`src/rtl/mem_arbiter_pkg.sv`:
```
// Shared types for the memory-port arbiter: port identifiers and the idle/fetch funct3 code.
package mem_arbiter_pkg;

    typedef enum logic {
        PORT_CPU = 1'b0,
        PORT_AUX = 1'b1
    } arb_port_t;

    localparam logic [2:0] FUNCT3_WORD = 3'b010;

endpackage

```
`src/rtl/mem_arbiter_arb_grant.sv`:
```
// Combinational grant decision for the two-port memory arbiter.
// `MEM_ARB_FIXED_PRIO_EN selects fixed port-0 priority instead of round-robin with burst limit.
module arb_grant
    import mem_arbiter_pkg::*;
#(
    parameter int MAX_BURST = 4,
    parameter int CNT_W     = $clog2(MAX_BURST + 1)
) (
    input  logic             req0,
    input  logic             req1,
    input  arb_port_t        last_owner,
    input  logic [CNT_W-1:0] burst_cnt,
    output logic             gnt0,
    output logic             gnt1
);

`ifdef MEM_ARB_FIXED_PRIO_EN
    logic unused_state;
    assign unused_state = ^{burst_cnt, last_owner};

    always_comb begin
        gnt0 = req0;
        gnt1 = req1 & ~req0;
    end
`else
    logic      keep_burst;
    arb_port_t winner;

    // A zero count means the last owner was not granted in the previous cycle,
    // so it has no burst to continue (this is what lets port 0 win the first tie).
    assign keep_burst = (burst_cnt != '0) && (burst_cnt < CNT_W'(MAX_BURST));

    always_comb begin
        gnt0   = 1'b0;
        gnt1   = 1'b0;
        winner = PORT_CPU;
        if (req0 && !req1) begin
            gnt0 = 1'b1;
        end else if (req1 && !req0) begin
            gnt1 = 1'b1;
        end else if (req0 && req1) begin
            winner = keep_burst ? last_owner : arb_port_t'(~last_owner);
            gnt0   = (winner == PORT_CPU);
            gnt1   = (winner == PORT_AUX);
        end
    end
`endif

endmodule

```
`src/rtl/mem_arbiter.sv`:
```
// Two-port arbiter sharing one synchronous-read memory port between the CPU core and the loader.
// `MEM_ARB_FIXED_PRIO_EN selects fixed port-0 priority instead of round-robin with burst limit.
module mem_arbiter
    import mem_arbiter_pkg::*;
#(
    parameter int MAX_BURST = 4
) (
    input  logic        clk,
    input  logic        rst_n,
    input  logic        req0,
    input  logic        req1,
    input  logic        we0,
    input  logic        we1,
    input  logic [31:0] addr0,
    input  logic [31:0] addr1,
    input  logic [31:0] wd0,
    input  logic [31:0] wd1,
    input  logic [2:0]  funct3_0,
    input  logic [2:0]  funct3_1,
    output logic        gnt0,
    output logic        gnt1,
    output logic        rvalid0,
    output logic        rvalid1,
    output logic [31:0] rd0,
    output logic [31:0] rd1,
    output logic        mem_wen,
    output logic [31:0] mem_ra,
    output logic [31:0] mem_wa,
    output logic [31:0] mem_wd,
    output logic [2:0]  mem_funct3,
    input  logic [31:0] mem_rd
);

    localparam int CNT_W = $clog2(MAX_BURST + 1);

    arb_port_t        last_owner_q, last_owner_d;
    logic [CNT_W-1:0] burst_cnt_q, burst_cnt_d;
    logic [1:0]       rvalid_q, rvalid_d;
    logic             gnt0_raw, gnt1_raw;

    function automatic logic [CNT_W-1:0] sat_inc(input logic [CNT_W-1:0] cnt);
        return (cnt >= CNT_W'(MAX_BURST)) ? CNT_W'(MAX_BURST) : cnt + CNT_W'(1);
    endfunction

    arb_grant #(
        .MAX_BURST (MAX_BURST),
        .CNT_W     (CNT_W)
    ) u_grant (
        .req0       (req0),
        .req1       (req1),
        .last_owner (last_owner_q),
        .burst_cnt  (burst_cnt_q),
        .gnt0       (gnt0_raw),
        .gnt1       (gnt1_raw)
    );

    // Grants are gated by reset so nothing reaches memory while rst_n is low.
    assign gnt0 = gnt0_raw & rst_n;
    assign gnt1 = gnt1_raw & rst_n;

    always_comb begin
        mem_wen    = 1'b0;
        mem_ra     = '0;
        mem_wa     = '0;
        mem_wd     = '0;
        mem_funct3 = FUNCT3_WORD;
        if (gnt0) begin
            mem_wen    = we0;
            mem_ra     = addr0;
            mem_wa     = addr0;
            mem_wd     = wd0;
            mem_funct3 = funct3_0;
        end else if (gnt1) begin
            mem_wen    = we1;
            mem_ra     = addr1;
            mem_wa     = addr1;
            mem_wd     = wd1;
            mem_funct3 = funct3_1;
        end
    end

    always_comb begin
        last_owner_d = last_owner_q;
        burst_cnt_d  = '0;
        if (gnt0 || gnt1) begin
            last_owner_d = gnt1 ? PORT_AUX : PORT_CPU;
            burst_cnt_d  = (last_owner_d != last_owner_q) ? CNT_W'(1) : sat_inc(burst_cnt_q);
        end
        rvalid_d = {gnt1 & ~we1, gnt0 & ~we0};
    end

    // Request stage -> read-return stage
    always_ff @(posedge clk or negedge rst_n) begin
        if (!rst_n) begin
            last_owner_q <= PORT_AUX;
            burst_cnt_q  <= '0;
            rvalid_q     <= '0;
        end else begin
            last_owner_q <= last_owner_d;
            burst_cnt_q  <= burst_cnt_d;
            rvalid_q     <= rvalid_d;
        end
    end

    assign rvalid0 = rvalid_q[0];
    assign rvalid1 = rvalid_q[1];
    assign rd0     = rvalid_q[0] ? mem_rd : '0;
    assign rd1     = rvalid_q[1] ? mem_rd : '0;

endmodule

```
`config.mk`:
```
export PLATFORM = sky130hd
export DESIGN_NAME = mem_arbiter
export DESIGN_NICKNAME = d
export VERILOG_FILES = /design/src/rtl/mem_arbiter_pkg.sv /design/src/rtl/mem_arbiter_arb_grant.sv /design/src/rtl/mem_arbiter.sv
export SDC_FILE = /design/constraint.sdc
export NUM_CORES = 1
export LEC_CHECK = 0
export ABC_AREA = 1
export CAP_MARGIN = 20
export CORE_AREA = 8 8 125 127
export DETAILED_ROUTE_END_ITERATION = 16
export DIE_AREA = 0 0 133 135
export PLACE_DENSITY_LB_ADDON = 0.2
export SYNTH_ARGS = -nofsm -noshare
export SYNTH_HDL_FRONTEND = slang
export SYNTH_SLANG_ARGS = --single-unit
```
`constraint.sdc`:
```
create_clock -name clk -period 1.7 [get_ports clk]
set_input_delay 0.34 -clock clk [delete_from_list [all_inputs] [get_ports clk]]
set_output_delay 0.34 -clock clk [all_outputs]
set_load 0.02 [all_outputs]
```
# == Word level (Yosys, flattened, before mapping) ==
# Index checks and enable logic that the tools add are counted.
# totals
ff_bits,6
inputBits,172
output_inout_bits,168
word_cells,44
# op_classes
addsub,1
n_lt_le_gt_ge,2
n_eq_ne,1
n_mux,21
n_bitwise,8
n_reduce_logical,8
# ops
operator,count
2-to-1 mux 32 bit,6
2-to-1 mux 3 bit,5
2-to-1 mux 1 bit,10
AND 1 bit,4
logical AND 1 bit,4
NOT 1 bit,4
adder 3 x 1 -> 3 bit (second input constant),1
>= comparator 3 bit (second input constant),1
< comparator 3 bit (second input constant),1
nonzero test 3 bit,1
logical NOT 1 bit,2
logical OR 1 bit,1
inequality test 1 bit,1

# == Depth between registers and ports, before layout ==
# Gate-level depths: netlist of the first run.
# depth
ltp_word,11
ltp_mapped,13
depth_no_buf,11

# == By module ==
# From an unflattened synthesis of the first run, not the netlist that was laid out.
# unflattened
hier_cells,442
hier_area_um2,2068.2
# modules_own_cells
module,n_inst,cells_per_inst,area_per_inst_um2,seq_area_each_um2
mem_arbiter,1,423,1988.2,151.4
arb_grant,1,19,80.1,0.0

# == Worst setup path after synthesis of the first run ==
# Ideal clock, no wire load.
# synth_timing
path_kind,flip-flop to output port
start,register burst_cnt_q[0]
end,output mem_wa[12]
arrival_time_ns,1.694
required_time_ns,1.360
path_slack_ns,-0.334
path_stages_with_launch,12
n_path_buf,2
path_cell_list,dfrtp_1 -> inv_1 -> ha_1 -> o21ai_2 -> nand3_4 -> nand2_1 -> nand2_2 -> inv_4 -> buf_2 -> nand2_1 -> nand2_1 -> buf_4
# synth_via
elab_chain_len,9
elab_cells_between_ends,15
classes_between,order compare (1); mux (9); bitwise (3); reduce/logical (2)
# synth_rtl
element,line_no,text
from (decl),mem_arbiter.sv:37,"logic [CNT_W-1:0] burst_cnt_q, burst_cnt_d;"
from (signal assigned),mem_arbiter.sv:100,burst_cnt_q <= burst_cnt_d;
< comparator 3 bit or nonzero test 3 bit (tied branches),mem_arbiter_arb_grant.sv:31,assign keep_burst = (burst_cnt != '0) && (burst_cnt < CNT_W'(MAX_BURST));
logical AND 1 bit *,mem_arbiter_arb_grant.sv:31,
2-to-1 mux 1 bit *,mem_arbiter_arb_grant.sv:42,winner = keep_burst ? last_owner : arb_port_t'(~last_owner);
NOT 1 bit *,mem_arbiter_arb_grant.sv:43,gnt0 = (winner == PORT_CPU);
2-to-1 mux 1 bit *,mem_arbiter_arb_grant.sv:41,end else if (req0 && req1) begin
2-to-1 mux 1 bit *,mem_arbiter_arb_grant.sv:39,end else if (req1 && !req0) begin
2-to-1 mux 1 bit *,mem_arbiter_arb_grant.sv:37,if (req0 && !req1) begin
AND 1 bit *,mem_arbiter.sv:58,assign gnt0 = gnt0_raw & rst_n;
via gnt0,mem_arbiter.sv:20,"output logic gnt0,"
2-to-1 mux 32 bit *,-,
to (decl),mem_arbiter.sv:28,"output logic [31:0] mem_wa,"
# Mark *: on every way through the listed nets, which the timed path passes. The rest lies on a longest branch.

# == Worst setup path after layout of the first run ==
# layout_timing
start,register burst_cnt_q[0]
end,output mem_wd[5]
# layout_via
elab_chain_len,9
elab_cells_between_ends,15
classes_between,order compare (1); mux (9); bitwise (3); reduce/logical (2)
# layout_rtl
element,line_no,text
< comparator 3 bit or nonzero test 3 bit (tied branches),mem_arbiter_arb_grant.sv:31,
logical AND 1 bit *,mem_arbiter_arb_grant.sv:31,
2-to-1 mux 1 bit *,mem_arbiter_arb_grant.sv:42,
2-to-1 mux 1 bit or NOT 1 bit (tied branches),"mem_arbiter_arb_grant.sv:41, mem_arbiter_arb_grant.sv:43",
"2-to-1 mux 1 bit, on equally long branches","mem_arbiter_arb_grant.sv:39, mem_arbiter_arb_grant.sv:41",
"2-to-1 mux 1 bit, on equally long branches","mem_arbiter_arb_grant.sv:37, mem_arbiter_arb_grant.sv:39",
AND 1 bit or 2-to-1 mux 1 bit (tied branches),"mem_arbiter.sv:59, mem_arbiter_arb_grant.sv:37",
2-to-1 mux 32 bit or AND 1 bit (tied branches),"mem_arbiter.sv:73, mem_arbiter.sv:58",
2-to-1 mux 32 bit *,mem_arbiter.sv:67,if (gnt0) begin
to (decl),mem_arbiter.sv:29,"output logic [31:0] mem_wd,"
# Every way passes the cells marked *; elsewhere a longest branch is shown, timed or not.

==> run_results.csv, run 1 <==
group,metric,value,unit
status,run_status,"finished with violations",
status,violations,"negative setup slack",
drt,wl_met3,1550,um
layout,nFillCells,1297,
power_and_ir_drop,ir_drop,0.000258,V
drt,drc,0,
flow_run,maxCapViolations,0,
drt,dr_total_vias,3695,
logic_synthesis,ys_seq_area_frac,0.0762,
drt,vias_per_cell,3.90,
worst_setup_path,endpoint_kind,"primary output",
sta,worstMarginPinSlew,283,ps
placement,io_buffers,339,
logic_synthesis,syn_avg_cell_area,4.67,um2
sta,fin_ws,-516,ps
global_route,grt_pass1_wl,21300,um
clocking,cts_tree,"built",
drt,routed_wl,15100,um
placement,place_ws,-845,ps
worst_setup_path,start_kind,"flip-flop",
sta,finalMaxSlewViolations,0,
sta,hold_slack,562,ps
clocking,cts_root_buffer,"clkbuf_16",
logic_synthesis,synth_cell_types,20,
layout,syn_to_final_growth,246,%
layout,layout.nets,943,
die,rows,43,
worst_setup_path,arrival,1880,ps
logic_synthesis,synthTopCellsByArea,"nand2_1 50%, inv_1 13%, buf_4 12%",
clocking,cts_htree_levels,1,
power_and_ir_drop,powerDensity,426,mW/mm2
worst_setup_path,cp.required,1360,ps
power_and_ir_drop,p_leak,4.72,nW
logic_synthesis,synthCells,425,
layout,insertedDiodeCount,0,
clocking,clockBufferDepth,2,
global_route,grt_util_all_layers,0.148,
worst_hold_path,hold_class,"in -> async",
die,io_pins,340,
global_route,overflow,0,
worst_setup_path,critPathMaxFanout,14,
drt,drtIter0Drc,55,
sta,clock_skew,2.96,ps
drt,wl_met2,8230,um
drt,wirelength_met1,5310,um
drt,ant_nets,0,
sta,setup_violations,102,
logic_synthesis,synth_nets,599,
logic_synthesis,syn_area,0.00199,mm2
logic_synthesis,synth-seq-cells,6,
die,coreArea,0.0136,mm2
placement,hpwl,11900,um
layout,stdcell_area,0.00686,mm2
drt,highest-signal-layer,"met4",
sta,fin_crit_sh,1.30,
global_route,antenna_found_initial,0,
die,fp.dieArea,0.0180,mm2
clocking,clk_pin_slew,40,ps
global_route,grt_start_max_net_pins,34,
die,initial_core_util,0.146,
worst_setup_path,path_class,"reg -> out",
sta,grt_setup_unrepaired,"yes",
sta,final-hold-violation-count,0,
drt,routedWlPerCell,16.0,um
clocking,cts_buffers,3,
placement,dpl_cell_area,0.00570,mm2
sta,fin_crit,2220,ps
die,fp.dieH,135,um
logic_synthesis,synth_warnings,0,
drt,dr.pass1.iters,4,
placement,gp_routability_congestion,0.815,
sta,fmax,451,MHz
logic_synthesis,synth_top_area_cell,"nand2_1",
sta,slew_headroom,0.811,
clocking,clock_sinks,6,
logic_synthesis,synth_top_area_share,0.499,
global_route,grt_pass1_vias,3743,
power_and_ir_drop,total_power,2.93,mW
sta,fin_setup_tns,-49820,ps
clocking,clk_latency,230,ps
layout,drive_gt1_frac,0.395,
die,die_x,133,um
==> area by class of cell <==
| type | instances | area (um2) | area share |
|---|---|---|---|
| Timing Repair Buffer | 390 | 4340 | 0.632 |
| Tap cell | 180 | 225 | 0.0328 |
| Sequential cell | 6 | 151 | 0.0221 |
| Inverter | 74 | 303 | 0.0441 |
| Clock buffer | 4 | 78.8 | 0.0115 |
| Multi-Input combinational cell | 293 | 1750 | 0.255 |
| Timing Repair inverter | 1 | 16.3 | 0.00237 |
==> cell usage after synthesis (all sizes together) <==
| master | number |
|---|---|
| dfstp | 1 |
| nand4 | 2 |
| nand2 | 275 |
| inv | 74 |
| clkbuf | 6 |
| o21ai | 4 |
| nor2 | 5 |
| nand3 | 5 |
| ha | 2 |
| dfrtp | 5 |
| buf | 46 |
==> where the power goes <==
part	total, mW	internal [mW]	switching [mW]
sequential	0.173	0.160	0.0123
clock	0.388	0.311	0.0772
combinational	2.37	1.27	1.10
==> final timing paths <==
kind,from,end,slack (ps),cells after the start
min,rst_n,burst_cnt_q[2]$_DFF_PN0_,560,3
min in group clk,last_owner_q$_DFFE_PN1P_,burst_cnt_q[2]$_DFF_PN0_,630,3
max,burst_cnt_q[0]$_DFF_PN0_,mem_wd[5],-520,12
max in group asynchronous,rst_n,last_owner_q$_DFFE_PN1P_,930,3
max reg2reg,burst_cnt_q[0]$_DFF_PN0_,burst_cnt_q[1]$_DFF_PN0_,140,11
min reg2reg,last_owner_q$_DFFE_PN1P_,burst_cnt_q[2]$_DFF_PN0_,630,3
==> cell usage in the layout (no fill, tap or decap) <==
cell             count
o21ai_0              2
buf_12              11
o21ai_4              1
nand2_4             43
nand3_4              2
buf_6              105
clkinv_8             2
nand3_1              3
ha_4                 1
clkbuf_1             1
nand2_8              1
nand4_1              2
dfrtp_1              5
ha_1                 1
o21ai_1              1
nor2_1               5
clkdlybuf4s50_1    171
inv_12               1
buf_8                4
buf_4               28
dlymetal6s2s_1      66
buf_16               2
inv_2                4
dfstp_2              1
inv_1               68
nand2_1            140
nand2_2             91
clkbuf_16            6
==> cells by family after synthesis <==
kind of cell | share of synthesized area
adder cells (fa/ha/maj) | 0.0126
buffers and inverters | 0.325
AND/OR/NAND/NOR | 0.575
flip-flops | 0.0762
AO/OA/AOI/OAI | 0.0120
==> critical path: stages (launching register included) <==
cell and delay (ps):
dfrtp_1 370, inv_2 80, ha_4 150, nor2_1 40
nand2_1 100, nand3_4 90, buf_4 150, nand3_4 80
clkinv_8 100, buf_8 160, nand2_1 100, nand2_2 70
buf_6 130
==> stage by stage <==
stage | utilization | std cells
global placement | 0.419 | 912
CTS | 0.460 | 942
detailed placement | 0.419 | 912
floorplan | - | 425
global route | 0.504 | 948
finish | 0.504 | 948
==> registers in the layout, indices dropped and copies added, names as in the netlist <==
signal	cells
rvalid_q	2
last_owner_q	1
burst_cnt_q	3
==> repair_timing <==
| action | in CTS | in global routing |
|---|---|---|
| hold buffers | 0 | 0 |
| setup buffers | 19 | 8 |
| pin swaps | 8 | 18 |
| setup endpoints to repair | 168 | 168 |
| gates cloned | 7 | 3 |
| gates resized for setup | 607 | 188 |
==> routing by layer <==
layer / up-vias / GRT usage
li1: 1857 / -
met1: 1640 / 0.141
met2: 196 / 0.292
met3: 2 / 0.0628
met4: 0 / 0.0170
met5: - / 0
(Power assumes the default switching activity.)
==> inputs of run 2 (changes only) <==
CORE_AREA = 8 8 126 128   (was 8 8 125 127)
DIE_AREA = 0 0 134 136   (was 0 0 133 135)
clock period = 2.3 ns   (was 1.7 ns; I/O delays follow)
==> run 2 against run 1 <==
Net effect:
- die area increased by 1.5%
- power decreased by 32%
- critical endpoint is now mem_wa[24]
- final cell count decreased by 1.9%
- the flow still finishes with violations (negative setup slack)
- sequential share of layout area increased by 0.30 points
- utilization decreased by 7.4 points
- combinational power decreased by 34%
- first-iteration DRC count increased by 62%
- clock-buffer cell count unchanged
- non-clock buffer count decreased by 21
- critical path depth unchanged
- global-route usage decreased by 0.38 points
==> run_results.csv, run 2 (synthesis results as in run 1) <==
group,metric,value,unit
die,die_x,134,um
clocking,cts_root_buffer,"clkbuf_16",
global_route,grt_util_all_layers,0.144,
layout,insertedDiodeCount,0,
layout,syn_to_final_growth,204,%
layout,instances_no_fill,930,
power_and_ir_drop,ir_drop,0.000201,V
global_route,overflow,0,
clocking,clock_sinks,6,
die,fp.dieH,136,um
worst_setup_path,critPathMaxFanout,7,
layout,largest_reg_flops,3,
drt,routedWlPerCell,15.7,um
drt,ant_nets,0,
placement,place_inst,913,
flow_run,maxCapViolations,0,
sta,final-hold-violation-count,0,
clocking,clk_pin_slew,40,ps
status,run_status,"finished with violations",
sta,slew_headroom,0.806,
clocking,cts_htree_levels,1,
sta,fin_crit,2320,ps
worst_hold_path,hold_class,"in -> async",
placement,io_buffers,339,
worst_setup_path,endpoint_kind,"primary output",
placement,hpwl,12000,um
clocking,clk_latency,230,ps
layout,final_common_cell,"clkdlybuf4s50_1",
sta,setup_violations,23,
layout,top_register,"burst_cnt_q",
global_route,antenna_found_initial,0,
sta,hold_slack,384,ps
worst_setup_path,cp.required,1840,ps
sta,fin_ws,-23.4,ps
die,io_pins,340,
drt,vias_per_cell,3.89,
drt,drtIter0Drc,89,
drt,dr_total_vias,3614,
worst_setup_path,crit_path_cell_trace,"inv_2 -> ha_4 -> o21ai_4 -> nand3_4 -> nand2_4 -> nand2_4 -> inv_8 -> buf_12 -> buf_16 -> nand2_4 -> nand2_4 -> buf_6",
drt,drc,0,
layout,drive_gt1_frac,0.273,
global_route,grt_start_max_net_pins,34,
global_route,grt_pass1_vias,3724,
worst_setup_path,crit_path_top_delay_cell,"dfrtp_1",
sta,grt_setup_unrepaired,"yes",
layout,nFillCells,1439,
die,fp.dieArea,0.0182,mm2
clocking,cts_tree,"built",
global_route,grt_pass1_wl,21000,um
clocking,cts_hold_buf,0,
layout,reg.largest.list,"burst_cnt_q (3), rvalid_q (2), last_owner_q (1)",
sta,finalMaxSlewViolations,0,
die,rows,44,
placement,gp_routability_congestion,0.783,
power_and_ir_drop,powerDensity,328,mW/mm2
worst_setup_path,arrival,1860,ps
die,initial_core_util,0.141,
sta,worstMarginPinSlew,291,ps
worst_setup_path,worst_path_most_repeated_cell,"nand2_4",
sta,fmax,430,MHz
sta,fin_crit_sh,1.01,
worst_setup_path,start_kind,"flip-flop",
power_and_ir_drop,p_leak,3.35,nW
clocking,clockBufferDepth,2,
worst_setup_path,critPathMaxStageDelay,350,ps
die,coreArea,0.0140,mm2
sta,clock_skew,3.74,ps
drt,dr.pass1.iters,5,
clocking,cts_buffers,3,
status,violations,"negative setup slack",
drt,routed_wl,14600,um
worst_setup_path,path_class,"reg -> out",
layout,layout.nets,921,
layout,layout_common_cells,"233 x clkdlybuf4s50_1, 219 x nand2_1, 68 x inv_1, 63 x buf_4, 54 x buf_6",
## run 2: path summary, 6_finish.rpt
check | start | endpoint | slack, ps | cells after the start
max reg2reg | burst_cnt_q[0]$_DFF_PN0_ | burst_cnt_q[2]$_DFF_PN0_ | 910 | 9
min reg2reg | last_owner_q$_DFFE_PN1P_ | last_owner_q$_DFFE_PN1P_ | 660 | 3
max | burst_cnt_q[0]$_DFF_PN0_ | mem_wa[24] | -20 | 12
min in group clk | last_owner_q$_DFFE_PN1P_ | last_owner_q$_DFFE_PN1P_ | 660 | 3
min | rst_n | burst_cnt_q[2]$_DFF_PN0_ | 380 | 2
max in group asynchronous | rst_n | last_owner_q$_DFFE_PN1P_ | 1700 | 2
## run 2: final cells by class
type                    instances  area, um2  area share
repair buffers                369       3770       0.625
multi-input cells             293       1510       0.250
inverters                      74        298      0.0493
well taps                     184        230      0.0381
flip-flops and latches          6        151      0.0251
clock buffers                   4       78.8      0.0130
## run 2: repair_timing
item | in CTS | in global routing
hold endpoints to repair | 0 | 0
gates cloned | 5 | 0
endpoints found under the setup margin | 102 | 102
gates resized for setup | 485 | 182
pin swaps | 4 | 25
buffers inserted | 8 | 1
## run 2: layer usage
metal  vias up  GRT usage  part of all wire
met1      1585      0.144              0.35
met2       205      0.280              0.53
met3         8     0.0532              0.11
li1       1816          -                 -
met5         -          0                 0
met4         0     0.0225            0.0076
## run 2: per-stage QoR
step | power [mW] | setup TNS, ps | worst slack [ps] | util | cell area (um2)
after floorplan | 0.742 | 0 | 146 | - | 1990
after global placement | 1.50 | -48350 | -528 | 0.388 | 5450
after detailed placement | 1.50 | -51200 | -571 | 0.388 | 5450
after CTS | 1.81 | -269 | -29.1 | 0.390 | 5470
after global routing | 2.10 | -3790 | -110 | 0.430 | 6040
final | 1.98 | -208 | -23.4 | 0.430 | 6040
## run 2: power by group
part,total (mW),switching (mW),leakage [nW],internal [mW]
logic,1.56,0.746,3.24,0.813
clock network,0.294,0.0632,0.0382,0.230
registers,0.128,0.00929,0.0774,0.119
total,1.98,0.818,3.35,1.16
## run 2: worst max-delay path: cells and delay by family, from the launching register on
kind	cells	cell delay, ps
adder cells (fa/ha/maj)	1	170
buffers and inverters	5	540
flip-flops	1	350
AO/OA/AOI/OAI	1	140
AND/OR/NAND/NOR	5	410
==> inputs of run 3 (changes only) <==
GPL_ROUTABILITY_DRIVEN = 0   (was not set)
==> results of run 3 <==
Same layout as run 2: the final DEF is identical, and so are final timing and power.
==> RTL change 1, RTL diff (flow settings as in run 3) <==
Build with the macro `MEM_ARB_FIXED_PRIO_EN` defined.
--- a/src/rtl/mem_arbiter_arb_grant.sv
+++ b/src/rtl/mem_arbiter_arb_grant.sv
@@ -1,4 +1,6 @@
 // Combinational grant decision for the two-port memory arbiter.
 // `MEM_ARB_FIXED_PRIO_EN selects fixed port-0 priority instead of round-robin with burst limit.
+`define MEM_ARB_FIXED_PRIO_EN
+
 module arb_grant
     import mem_arbiter_pkg::*;
Behaviour: not the same (Yosys sat finds a counterexample within 4 cycles, from zero or initial values and one cycle with rst_n low).
==> RTL change 1 against run 3 <==
Synthesized area decreased by 2.8%. Via count decreased by 0.14%. Cell area decreased by 18%. Maximum frequency increased by 7.4%. Cell count decreased by 4.7%. Combinational power decreased by 44%. Global-route usage decreased by 0.15 points. Power decreased by 41%. Sequential cell count decreased by 4. Synthesized cell count decreased by 3.3%. Clock power decreased by 9.9%. Wire length decreased by 1.6%. Worst setup slack improved by 0.16 ns.
==> RTL change 1: results (changes against run 3) <==
- Outcome: finished clean
- Max IR drop VDD: 0.000179 V (-11%)
- GRT met3 Usage: 5.80% (+0.48 points)
- Slew HR: 78.0% (-2.6 points)
- Met3 wire length: 1630 um (+2.4%)
- Seq_cells: 2 (-4)
- Most frequent cells after synthesis: nand2_1 (202), nand4_1 (67), inv_1 (65)
- Largest net degree at the start of global routing: 36 (+5.9%)
- P_sw: 0.477 mW (-42%)
- Clock power share: 22.5% (+7.7 points)
- Multi-input gates: 274 (-6.5%)
- Met2 GRT Util: 27.7% (-0.36 points)
- Fill count: 1565 (+8.8%)
- Number of global-route vias before repair: 3806 (+2.2%)
- CP max FO: 2 (-5)
- Cell Pwr Density: 238 mW/mm^2 (-27%)
- Via count: 3609 (-0.14%)
- Global-route wire length before repair: 20800 um (-0.76%)
- Final HPWL from detailed placement: 12400 um (+3.4%)
- Invs w/o clock: 67 (-9.5%)
- Top Registers: rvalid_q (2)
- Slowest Stage Delay on Critical Path: 0.60 ns (+0.25 ns)
- Sequential area share after synthesis: 2.59% (-5.0 points)
- Slowest CP cell: clkdlybuf4s50_1
- Storage element area: 50.0 um^2 (-67%)
- Clk tree area frac: 1.52% (+0.21 points)
- I/O Buffers: 339 (unchanged)
- Main synth FF type: dfrtp_1
- DR pass1 iterations: 4 (-1)
- Fraction of layout cells with a size suffix above 1: 17.8% (-9.5 points)
- WP data arrival: 1.70 ns (-0.16 ns)
- Grt met1 use: 13.9% (-0.53 points)
- Pleak: 2.81 nW (-16%)
- Count of cell types in the netlist: 14 (-30%)
- # H-tree levels: 1 (unchanged)
- DP Cell Count: 883 (-3.3%)
- Wl on met1: 5140 um (+0.53%)
- Worst min path class: in2async
- Mapped Nets: 583 (-2.7%)
- Syn Area/Cell: 4.69 um^2 (+0.47%)
- WL final: 14400 um (-1.6%)
- Synth top area cells: nand2_1 (39%), nand4_1 (22%), buf_4 (15%), inv_1 (13%), buf_2 (2.9%)
- Cell Area, Placed: 0.00531 mm^2 (-2.5%)
- Starting DRT DRC Count: 113 (+27%)
- Metal2 WL: 7470 um (-4.0%)
- Aggregate global-route resource usage: 14.2% (-0.15 points)
- WHS: 0.264 ns (-0.120 ns)
- P_comb: 0.875 mW (-44%)
- Critical path's top delay family: buffers and inverters
- Area delta synth->final: 156%
- Multi-input gate area: 0.00120 mm^2 (-20%)
- Dpl ws: -0.377 ns (+0.194 ns)
- Non-clock buffers: 356 (-3.5%)
- Vias per inst: 4.07 (+4.8%)
- Final TNS setup: 0 ns (+0.208 ns)
- Data buffer area share: 63.4% (+0.90 points)
RTL change 1: cell count changes after synthesis, moves of 3 or more:
cell	delta
nand2_1	-62
buf_4	+6
nand2_2	-10
buf_1	+3
dfrtp_1	-3
clkbuf_1	+8
nand4_1	+65
nor2_1	-3
inv_1	-5
RTL change 1: how the worst max path moves through the flow:
| stage | end | slack (ns) | start |
|---|---|---|---|
| floorplan | mem_wa[11] | 0.48 | rst_n |
| global placement | mem_ra[20] | -0.38 | req0 |
| detailed placement | mem_wa[11] | -0.38 | req0 |
| CTS | mem_wa[11] | -0.003 | req0 |
| global route | rd1[21] | 0.07 | mem_rd[21] |
| finish | rd0[31] | 0.14 | mem_rd[31] |
RTL change 1: what timing repair did:
item	4_1_cts	5_1_grt
buffers inserted	0	0
endpoints found under the setup margin	99	94
gates resized for setup	227	105
RTL change 1: kinds of logic after synthesis:
group / synth area share, %
AND/OR/NAND/NOR: 62.3
flip-flops: 2.59
buffers and inverters: 35.1
==> RTL change 2, RTL diff (flow settings as in run 3) <==
Without the edit above. Reset style: synchronous (`rst_n`), changed in one clocked block.
--- a/src/rtl/mem_arbiter.sv
+++ b/src/rtl/mem_arbiter.sv
@@ -91,5 +91,5 @@
 
     // Request stage -> read-return stage
-    always_ff @(posedge clk or negedge rst_n) begin
+    always_ff @(posedge clk) begin
         if (!rst_n) begin
             last_owner_q <= PORT_AUX;
Formal check against the unedited RTL: differs if rst_n is asserted again (counterexample within 4 cycles, from zero or initial values and one cycle with rst_n low); with rst_n held inactive, the same outputs for 10 cycles.
==> RTL change 2 against run 3 <==
The flow still finishes with violations (setup timing). Wire length rose by 1.4%. Sequential cell count did not move. Worst setup slack got worse by 0.012 ns. Clock power fell by 3%. Synthesized area fell by 0.32%. Clock skew fell by 0.0025 ns. Cell area rose by 2.5%. Critical path depth rose by 1. Power fell by 7.4%. Critical path type unchanged.
==> RTL change 2: results (changes against run 3) <==
- Outcome: finished, violations left
- Failing checks: setup timing
- Worst Skew: 0.00122 ns (-0.00252 ns)
- Async set-reset flop share out of synthesis: 0% (-100 points)
- # nets final: 918 (-0.33%)
- Fraction of layout cells with a size suffix above 1: 31.7% (+4.3 points)
- DR pass1 iterations: 4 (-1)
- Fill count: 1444 (+0.35%)
- Worst reg-to-reg setup slack: 0.84 ns (-0.07 ns)
- Final HPWL from detailed placement: 11600 um (-2.9%)
- Slowest Stage Delay on Critical Path: 0.33 ns (-0.02 ns)
- Slowest CP cell: dfxtp_2
- WP data arrival: 1.88 ns (+0.02 ns)
- Main synth FF type: dfxtp_1
- Synth top area cells: nand2_1 (48%), inv_1 (13%), buf_4 (13%), nand2_2 (7.0%), dfxtp_1 (6.1%)
- Most frequent cells after synthesis: nand2_1 (251), inv_1 (71), buf_4 (33)
- Reg-to-reg endpoint: burst_cnt_q[1]
- Vias per inst: 3.87 (-0.40%)
- Setup ws final: -0.0352 ns (-0.0118 ns)
- Final setup violation count: 1 (-96%)
- WHS: 0.591 ns (+0.207 ns)
- Worst min path class: reg2reg
- WL final: 14800 um (+1.4%)
- Pleak: 3.35 nW (about the same)
- Number of global-route vias before repair: 3593 (-3.5%)
- RR Startpoint: burst_cnt_q[1]
- Count of cell types in the netlist: 18 (-10%)
- Global-route wire length before repair: 19800 um (-5.5%)
- Max IR drop VDD: 0.000215 V (+7.2%)
- Final TNS setup: -0.0352 ns (+0.173 ns)
- # H-tree levels: 1 (unchanged)
- Mapped Nets: 597 (-0.33%)
- Sequential area share after synthesis: 6.07% (-1.6 points)
- Initial Util: 14.1% (-0.045 points)
- Aggregate global-route resource usage: 13.6% (-0.75 points)
- Cell Area, Placed: 0.00539 mm^2 (-0.99%)
[RTL change 2: cell count changes after synthesis, moves of 2 or more]
| cell | before | now |
|---|---|---|
| nand2_1 | 264 | 251 |
| buf_6 | 3 | 1 |
| dfrtp_1 | 5 | 0 |
| dfxtp_1 | 0 | 6 |
| nor2_1 | 5 | 9 |
| buf_12 | 0 | 3 |
| nand3_4 | 2 | 0 |
| nand2_2 | 11 | 22 |
| o21ai_0 | 2 | 0 |
| nand4_1 | 2 | 0 |
[RTL change 2: per-layer routing]
metal / track usage [%] / part of all wire, %
met2: 26.4 / 54
met4: 2.87 / 0.67
met5: 0 / 0
met3: 4.66 / 8.6
met1: 13.8 / 36
[RTL change 2: worst max-delay path by stage]
stage	from	end	slack, ns	depth (start not counted)
CTS	burst_cnt_q[0]	mem_wa[23]	-0.08	13
detailed placement	req0	mem_wa[10]	-0.53	9
global route	burst_cnt_q[1]	mem_wa[23]	-0.12	13
global placement	req0	mem_ra[13]	-0.54	9
finish	burst_cnt_q[1]	mem_wa[23]	-0.04	13
floorplan	burst_cnt_q[0]	mem_wa[0]	0.16	12
[RTL change 2: power breakdown]
group	total (mW)	internal, mW	leakage, nW	switching (mW)
logic	1.44	0.760	3.27	0.675
clock network	0.284	0.223	0.0370	0.0609
registers	0.114	0.111	0.0499	0.00350
[RTL change 2: through the flow]
step	instances	worst slack [ns]	power, mW	util [%]
floorplan	423	0.163	0.656	-
detailed placement	910	-0.530	1.34	38.4
finish	926	-0.0352	1.83	44.1
global route	926	-0.123	1.94	44.1
global placement	910	-0.544	1.34	38.4
CTS	921	-0.0795	1.59	37.6
[RTL change 2: kinds of logic after synthesis]
kind of cell             Yosys count  synth area share, %
AND/OR/NAND/NOR                  286                 57.5
buffers and inverters            125                 33.5
flip-flops                         6                 6.07
AO/OA/AOI/OAI                      4                 1.64
adder cells (fa/ha/maj)            2                 1.26
[RTL change 2: what timing repair did]
item / CTS / global route
cloned: 4 / 8
endpoints found under the hold margin: 0 / 0
resized for setup: 442 / 258
pin swaps: 4 / 14
setup endpoints to repair: 102 / 102
setup buffers: 4 / 0
[RTL change 2: layout make-up]
cell class	count	area [um^2]	area share, %
well taps	184	230	3.72
flip-flops and latches	6	123	1.98
repair inverters	1	8.76	0.141
inverters	73	294	4.75
clock buffers	3	75.1	1.21
multi-input cells	292	1600	25.8
repair buffers	367	3860	62.4
[RTL change 2: tightest hold or removal path: stages (launching register included)]
cell and delay (ns):
dfxtp_1 0.31, nand2_1 0.08, nand3_1 0.06, nand2_1 0.06
inv_1 0.03
